`src/rtl/store_pkg.sv`:
```
`default_nettype none
// +----------------------------------------------------------------------+
// | store_pkg: funct3 codes, FSM states and access-size helper            |
// | Revision: 1.0                                                         |
// +----------------------------------------------------------------------+
package store_pkg;

  localparam logic [2:0] SB = 3'b000;
  localparam logic [2:0] SH = 3'b001;
  localparam logic [2:0] SW = 3'b010;
  localparam logic [2:0] SD = 3'b011;

  typedef enum logic [1:0] {
    IDLE  = 2'd0,
    BEAT0 = 2'd1,
    BEAT1 = 2'd2,
    ERR   = 2'd3
  } state_t;

  // Access size in bytes; reserved encodings return 0.
  function automatic logic [3:0] size_of(input logic [2:0] funct3);
    case (funct3)
      SB:      size_of = 4'd1;
      SH:      size_of = 4'd2;
      SW:      size_of = 4'd4;
      SD:      size_of = 4'd8;
      default: size_of = 4'd0;
    endcase
  endfunction

endpackage
`default_nettype wire

```
`src/rtl/store_lane_align.sv`:
```
`default_nettype none
// +----------------------------------------------------------------------+
// | store_lane_align: big-endian lane placement of a store over two beats |
// | Revision: 1.0                                                         |
// +----------------------------------------------------------------------+
module store_lane_align #(
  parameter  int DATA_W = 32,
  localparam int NB     = DATA_W / 8,
  localparam int OW     = $clog2(DATA_W / 8)
) (
  input  logic [OW-1:0]     offset,
  input  logic [3:0]        size,
  input  logic [DATA_W-1:0] data,
  output logic [NB-1:0]     ena0,
  output logic [NB-1:0]     ena1,
  output logic [DATA_W-1:0] wdata0,
  output logic [DATA_W-1:0] wdata1,
  output logic              split
);

  localparam int SHW = $clog2(DATA_W) + 1;

  logic [SHW-1:0]        w_lsh;
  logic [SHW-1:0]        w_osh;
  logic [DATA_W-1:0]     w_lj;
  logic [2*DATA_W-1:0]   w_dbl;
  logic [NB-1:0]         w_mask;
  logic [2*NB-1:0]       w_mdbl;

  // Left-justify the stored bytes, then slide them right by the offset
  // across a two-word window; the upper word is beat 0, the lower beat 1.
  assign w_lsh  = SHW'(8 * (NB - int'(size)));
  assign w_osh  = SHW'(8 * int'(offset));
  assign w_lj   = data << w_lsh;
  assign w_dbl  = {w_lj, {DATA_W{1'b0}}} >> w_osh;
  assign w_mask = ~({NB{1'b1}} >> size);
  assign w_mdbl = {w_mask, {NB{1'b0}}} >> offset;

  assign wdata0 = w_dbl[2*DATA_W-1:DATA_W];
  assign wdata1 = w_dbl[DATA_W-1:0];
  assign ena0   = w_mdbl[2*NB-1:NB];
  assign ena1   = w_mdbl[NB-1:0];
  assign split  = |w_mdbl[NB-1:0];

endmodule
`default_nettype wire

```
`src/rtl/store_unit.sv`:
```
`default_nettype none
// +----------------------------------------------------------------------+
// | store_unit: store path from execute to a valid/ready memory write port|
// | Option macro: STORE_UNIT_MISALIGN_SPLIT_EN (split word-crossing store)|
// | Revision: 1.0                                                         |
// +----------------------------------------------------------------------+
module store_unit #(
  parameter int DATA_W = 32,
  parameter int ADDR_W = 32
) (
  input  logic                clk,
  input  logic                rst,
  input  logic                req_valid,
  output logic                req_ready,
  input  logic [2:0]          req_funct3,
  input  logic [ADDR_W-1:0]   req_addr,
  input  logic [DATA_W-1:0]   req_data,
  output logic                mem_valid,
  input  logic                mem_ready,
  output logic [ADDR_W-1:0]   mem_addr,
  output logic [DATA_W/8-1:0] mem_byte_ena,
  output logic [DATA_W-1:0]   mem_wdata,
  output logic                done,
  output logic                err
);

  import store_pkg::*;

  localparam int NB = DATA_W / 8;
  localparam int OW = $clog2(NB);

  state_t              r_state;
  logic                r_mem_valid;
  logic [ADDR_W-1:0]   r_mem_addr;
  logic [NB-1:0]       r_mem_ena;
  logic [DATA_W-1:0]   r_mem_wdata;
  logic                r_done;
  logic                r_err;

  logic [3:0]          w_size;
  logic [NB-1:0]       w_ena0;
  logic [NB-1:0]       w_ena1;
  logic [DATA_W-1:0]   w_wdata0;
  logic [DATA_W-1:0]   w_wdata1;
  logic                w_split;
  logic                w_bad_f3;
  logic                w_illegal;
  logic                w_accept;
  logic [ADDR_W-1:0]   w_word0;

  assign w_size   = size_of(req_funct3);
  assign w_bad_f3 = req_funct3[2] || ((req_funct3 == SD) && (DATA_W == 32));
  assign w_word0  = {req_addr[ADDR_W-1:OW], {OW{1'b0}}};

  store_lane_align #(
    .DATA_W (DATA_W)
  ) u_align (
    .offset (req_addr[OW-1:0]),
    .size   (w_size),
    .data   (req_data),
    .ena0   (w_ena0),
    .ena1   (w_ena1),
    .wdata0 (w_wdata0),
    .wdata1 (w_wdata1),
    .split  (w_split)
  );

`ifdef STORE_UNIT_MISALIGN_SPLIT_EN
  logic                r_split;
  logic [NB-1:0]       r_b1_ena;
  logic [DATA_W-1:0]   r_b1_wdata;

  assign w_illegal = w_bad_f3;
`else
  logic w_unused_b1;

  assign w_unused_b1 = ^{w_ena1, w_wdata1};
  assign w_illegal   = w_bad_f3 || w_split;
`endif

  // Ready is gated by rst so it reads low throughout the reset cycle.
  assign req_ready = (r_state == IDLE) && !rst;
  assign w_accept  = req_valid && req_ready;

  always_ff @(posedge clk) begin
    if (rst) begin
      r_state     <= IDLE;
      r_mem_valid <= 1'b0;
      r_mem_addr  <= '0;
      r_mem_ena   <= '0;
      r_mem_wdata <= '0;
      r_done      <= 1'b0;
      r_err       <= 1'b0;
`ifdef STORE_UNIT_MISALIGN_SPLIT_EN
      r_split     <= 1'b0;
      r_b1_ena    <= '0;
      r_b1_wdata  <= '0;
`endif
    end else begin
      r_done <= 1'b0;
      r_err  <= 1'b0;
      case (r_state)
        IDLE: begin
          if (w_accept) begin
            if (w_illegal) begin
              r_state <= ERR;
              r_err   <= 1'b1;
            end else begin
              r_state     <= BEAT0;
              r_mem_valid <= 1'b1;
              r_mem_addr  <= w_word0;
              r_mem_ena   <= w_ena0;
              r_mem_wdata <= w_wdata0;
`ifdef STORE_UNIT_MISALIGN_SPLIT_EN
              r_split     <= w_split;
              r_b1_ena    <= w_ena1;
              r_b1_wdata  <= w_wdata1;
`endif
            end
          end
        end
        BEAT0: begin
          if (mem_ready) begin
`ifdef STORE_UNIT_MISALIGN_SPLIT_EN
            if (r_split) begin
              r_state     <= BEAT1;
              r_mem_addr  <= r_mem_addr + ADDR_W'(NB);
              r_mem_ena   <= r_b1_ena;
              r_mem_wdata <= r_b1_wdata;
            end else begin
              r_state     <= IDLE;
              r_mem_valid <= 1'b0;
              r_done      <= 1'b1;
            end
`else
            r_state     <= IDLE;
            r_mem_valid <= 1'b0;
            r_done      <= 1'b1;
`endif
          end
        end
`ifdef STORE_UNIT_MISALIGN_SPLIT_EN
        BEAT1: begin
          if (mem_ready) begin
            r_state     <= IDLE;
            r_mem_valid <= 1'b0;
            r_done      <= 1'b1;
          end
        end
`endif
        ERR:     r_state <= IDLE;
        default: r_state <= IDLE;
      endcase
    end
  end

  assign mem_valid    = r_mem_valid;
  assign mem_addr     = r_mem_addr;
  assign mem_byte_ena = r_mem_ena;
  assign mem_wdata    = r_mem_wdata;
  assign done         = r_done;
  assign err          = r_err;

endmodule
`default_nettype wire

```
`config.mk`:
```
export PLATFORM = sky130hd
export DESIGN_NAME = store_unit
export DESIGN_NICKNAME = d
export VERILOG_FILES = /design/src/rtl/store_pkg.sv /design/src/rtl/store_lane_align.sv /design/src/rtl/store_unit.sv
export SDC_FILE = /design/constraint.sdc
export NUM_CORES = 1
export LEC_CHECK = 0
export ABC_AREA = 1
export CORE_MARGIN = 8
export CORE_UTILIZATION = 45
export CTS_CLUSTER_DIAMETER = 60
export DETAILED_ROUTE_END_ITERATION = 10
export PLACE_DENSITY = 0.77
export SYNTH_ARGS = -nofsm -noshare
export SYNTH_HDL_FRONTEND = slang
export SYNTH_HIERARCHICAL = 1
export SYNTH_SLANG_ARGS = --single-unit
```
`constraint.sdc`:
```
create_clock -name clk -period 3.4 [get_ports clk]
set_input_delay 0.68 -clock clk [delete_from_list [all_inputs] [get_ports clk]]
set_output_delay 0.68 -clock clk [all_outputs]
set_load 0.02 [all_outputs]
```
==> report_table.html <==
<table>
<tr><th>Metric</th><th>Value</th></tr>
<tr><th colspan="2">CTS</th></tr>
<tr><td>Post-cts repair resize count</td><td>0</td></tr>
<tr><td>Clock-pin transition on the worst setup and hold timing paths</td><td>0.08 ns</td></tr>
<tr><td>Worst-skew pair later-pin latency</td><td>0.34 ns</td></tr>
<tr><td># hold bufs at CTS</td><td>0</td></tr>
<tr><td>Clock net sink count</td><td>71</td></tr>
<tr><td>Post-CTS setup-driven buffer insertion count</td><td>0</td></tr>
<tr><td>Maximum level of the CTS H-tree</td><td>3</td></tr>
<tr><td>Buffer type at the clock tree root</td><td>sky130_fd_sc_hd__clkbuf_8</td></tr>
<tr><td>Clock tree from TritonCTS</td><td>built</td></tr>
<tr><td>Number of buffers between clock root and the deepest sink</td><td>2</td></tr>
<tr><td>Total clock buffers created by CTS</td><td>9</td></tr>
<tr><th colspan="2">Critical path</th></tr>
<tr><td>Startpoint kind of the worst setup timing path</td><td>input port</td></tr>
<tr><td>Critical path endpoint category</td><td>flop</td></tr>
<tr><td>Worst path required time</td><td>3.64 ns</td></tr>
<tr><td>Worst setup path class</td><td>in -&gt; reg</td></tr>
<tr><td>CP Cell Sequence</td><td>clkdlybuf4s50_1, nor3_2, inv_8, ha_1, inv_2, nand3_1, nand3_2, nand2_1, nand2_1, nor2_1, inv_1, nand2_1, nand2_1, nor2_1</td></tr>
<tr><td>Worst setup slack for register-to-register paths</td><td>1.96 ns</td></tr>
<tr><td>WP data arrival</td><td>roughly 3.2 ns</td></tr>
<tr><td>Depth of the worst register-to-register path</td><td>7</td></tr>
<tr><td>Kind of cell with the highest combined delay on the critical path</td><td>simple AND/OR/NAND/NOR gates</td></tr>
<tr><td>Worst reg2reg path endpoint</td><td>mem_addr[2]$_SDFFE_PP0P_</td></tr>
<tr><td>CP peak stage delay</td><td>about 0.52 ns</td></tr>
<tr><td>Highest net fanout along the worst path</td><td>24</td></tr>
<tr><td>Critical-path top delay cell</td><td>sky130_fd_sc_hd__clkdlybuf4s50_1</td></tr>
<tr><td>Count of buffering cells on the critical path with inverters included</td><td>4</td></tr>
<tr><td>Cell type with the highest occurrence count on the critical path</td><td>sky130_fd_sc_hd__nand2_1</td></tr>
<tr><td>Worst flop-to-flop path startpoint</td><td>r_state[1]$_SDFFE_PP0P_</td></tr>
<tr><th colspan="2">Routing</th></tr>
<tr><td>Average routed wire per standard cell</td><td>roughly 13 um</td></tr>
<tr><td>Vias post-DR</td><td>4930</td></tr>
<tr><td>Total detailed-routing wirelength</td><td>approximately 14000 um</td></tr>
<tr><td>Antenna Nets Post-Route</td><td>0</td></tr>
<tr><td>DRC violations left</td><td>0</td></tr>
<tr><td>DRT iter0 DRCs</td><td>409</td></tr>
<tr><td>Avg Vias per Cell</td><td>approximately 4.8</td></tr>
<tr><td>Pre-Repair DR Iteration Count</td><td>5</td></tr>
<tr><th colspan="2">Pwr</th></tr>
<tr><td>Worst-case vdd ir drop</td><td>0.2250 mV</td></tr>
<tr><td>Power Dens Cells</td><td>around 360 nW/um^2</td></tr>
<tr><td>Standby leakage power</td><td>0.002779 uW</td></tr>
<tr><th colspan="2">Finish</th></tr>
<tr><td>Count of fill cells added during filler insertion</td><td>987</td></tr>
<tr><td>Share of layout cells above drive strength 1</td><td>0.05935</td></tr>
<tr><td>Area growth from synthesis to layout</td><td>34.74%</td></tr>
<tr><td>Commonest cells after routing, fill and taps aside</td><td>301 x sky130_fd_sc_hd__nand2_1, 156 x sky130_fd_sc_hd__nor2_1, 140 x sky130_fd_sc_hd__clkdlybuf4s50_1</td></tr>
<tr><td>Number of antenna repair diodes</td><td>0</td></tr>
<tr><td>Number of nets at the end of the flow</td><td>960</td></tr>
<tr><td>Most common cell after layout, fill and taps aside</td><td>sky130_fd_sc_hd__nand2_1</td></tr>
<tr><th colspan="2">STA</th></tr>
<tr><td>Post-layout worst setup margin</td><td>0.4956 ns</td></tr>
<tr><td>Worst clock skew on the final layout</td><td>0.007130 ns</td></tr>
<tr><td>Final setup TNS</td><td>0 ns</td></tr>
<tr><td>Clock period minus final worst setup slack</td><td>2.904 ns</td></tr>
<tr><td>Setup repair after global routing missed its margin</td><td>no</td></tr>
<tr><td>Final worst-path cycle share</td><td>0.8542</td></tr>
<tr><td>Final Setup Violations</td><td>0</td></tr>
<tr><td>Fin. max-slew vios</td><td>0</td></tr>
<tr><td>Maximum achievable frequency</td><td>~340 MHz</td></tr>
<tr><td>Transition time of the tightest slew-check pin</td><td>0.7298 ns</td></tr>
<tr><td>Final hold violation count</td><td>0</td></tr>
<tr><td>Relative slew slack</td><td>0.5135</td></tr>
<tr><th colspan="2">Synth</th></tr>
<tr><td>Yosys warns</td><td>6</td></tr>
<tr><td>Synth Area per Inst</td><td>5.700 um^2</td></tr>
<tr><td>Gate count after technology mapping</td><td>781</td></tr>
<tr><td>Post-Synthesis Cell Area</td><td>4452 um^2</td></tr>
<tr><th colspan="2">Floorplanning</th></tr>
<tr><td>Die Outline Area</td><td>13330 um^2</td></tr>
<tr><td>Core ar.</td><td>9684 um^2</td></tr>
<tr><td>Die Y-Extent</td><td>115.5 um</td></tr>
<tr><td>Starting density of the core</td><td>0.4597</td></tr>
<tr><td>Number of I/O pins</td><td>143</td></tr>
<tr><td>Number of core rows</td><td>36</td></tr>
<tr><td>Width of the chip</td><td>115.5 um</td></tr>
<tr><th colspan="2">Global routing</th></tr>
<tr><td>Number of global-route vias before repair</td><td>4448</td></tr>
<tr><td>Global-route wire length before repair</td><td>between 20000 and 25000 um</td></tr>
<tr><td>GRT Residual Overflow</td><td>0</td></tr>
<tr><td>Antenna violations before repair</td><td>0</td></tr>
<tr><td>Largest net degree at the start of global routing</td><td>69</td></tr>
<tr><td>Overall routing resource usage</td><td>0.2038</td></tr>
<tr><th colspan="2">Placed design</th></tr>
<tr><td>RD Place Congestion</td><td>0.8729</td></tr>
<tr><td>Worst setup slack before clock tree synthesis</td><td>0.1814 ns</td></tr>
<tr><td>IO buf count</td><td>between 100 and 150</td></tr>
<tr><td>Final HPWL DP</td><td>10020 um</td></tr>
<tr><th colspan="2">Min path</th></tr>
<tr><td>Endpoint, Worst Hold</td><td>mem_valid$_SDFFE_PP0P_</td></tr>
<tr><td>Tightest Hold Check Type</td><td>reg -&gt; reg</td></tr>
<tr><td>Min-Delay Startpoint</td><td>mem_valid$_SDFFE_PP0P_</td></tr>
<tr><td>Hold path cells</td><td>2</td></tr>
<tr><th colspan="2">Run status</th></tr>
<tr><td>Run status</td><td>finished clean</td></tr>
<tr><th colspan="2">Flow run</th></tr>
<tr><td>Reported max-cap violation count</td><td>0</td></tr>
</table>
[flip-flops by register name (all words and copies together) (netlist names)]
name,count
mem_byte_ena,4
mem_valid,1
done,1
r_state,2
err,1
mem_addr,30
mem_wdata,32
[worst min-delay path: cells and delay by family, from the launching register on]
kind / cells / cell delay (ns)
flip-flops: 1 / 0.31
buffers and inverters: 1 / 0.05
AO/OA/AOI/OAI: 1 / 0.05
[through the flow]
stage / total power (uW) / cell area [um^2] / util / instances / hold slack [ns]
finish: 2163 / 5998 / 0.6194 / 1026 / 0.4538
floorplan: 1259 / 4456 / - / 782 / 0.5216
detailed placement: 1477 / 5791 / 0.5979 / 1010 / 0.4421
global placement: 1467 / 5791 / 0.5979 / 1010 / 0.4363
CTS: 2183 / 5998 / 0.6194 / 1026 / 0.4533
global route: 2287 / 5998 / 0.6194 / 1026 / 0.4606
[routing by layer]
layer / global-route usage / wire, um
met4: 0.07093 / 302
met5: 0 / 0
met2: 0.3353 / 6313
met1: 0.2547 / 5962
met3: 0.04794 / 1071
[power by group]
group / internal, uW / switching [uW]
sequential: 869 / 20.9
clock: 378 / 324
combinational: 246 / 325
total: 1490 / 669
[final cells by class]
type | count | area [um^2] | area share
clock buffer | 11 | 151.4 | 0.02524
clock inverter | 5 | 56.30 | 0.009387
multi-input combinational | 574 | 2370 | 0.3951
tap | 133 | 166.4 | 0.02774
timing repair buffer | 151 | 1521 | 0.2537
sequential | 71 | 1421 | 0.2370
inverter | 81 | 311.5 | 0.05194
[how the worst max path moves through the flow]
| stage | startpoint | end | slack [ns] | cells past startpoint |
|---|---|---|---|---|
| 6_report | req_funct3[2] | mem_wdata[21]$_SDFFE_PP0P_ | 0.50 | 14 |
| 5_1_grt | req_funct3[2] | mem_wdata[18]$_SDFFE_PP0P_ | 0.35 | 14 |
| 4_1_cts | req_funct3[2] | mem_wdata[21]$_SDFFE_PP0P_ | 0.56 | 14 |
| 3_5_place_dp | req_funct3[2] | mem_wdata[21]$_SDFFE_PP0P_ | 0.18 | 14 |
| 3_3_place_gp | req_funct3[2] | mem_wdata[21]$_SDFFE_PP0P_ | 0.25 | 14 |
| 2_1_floorplan | req_funct3[2] | mem_wdata[6]$_SDFFE_PP0P_ | 0.89 | 17 |
No activity file was read; power rests on OpenSTA's default activity.
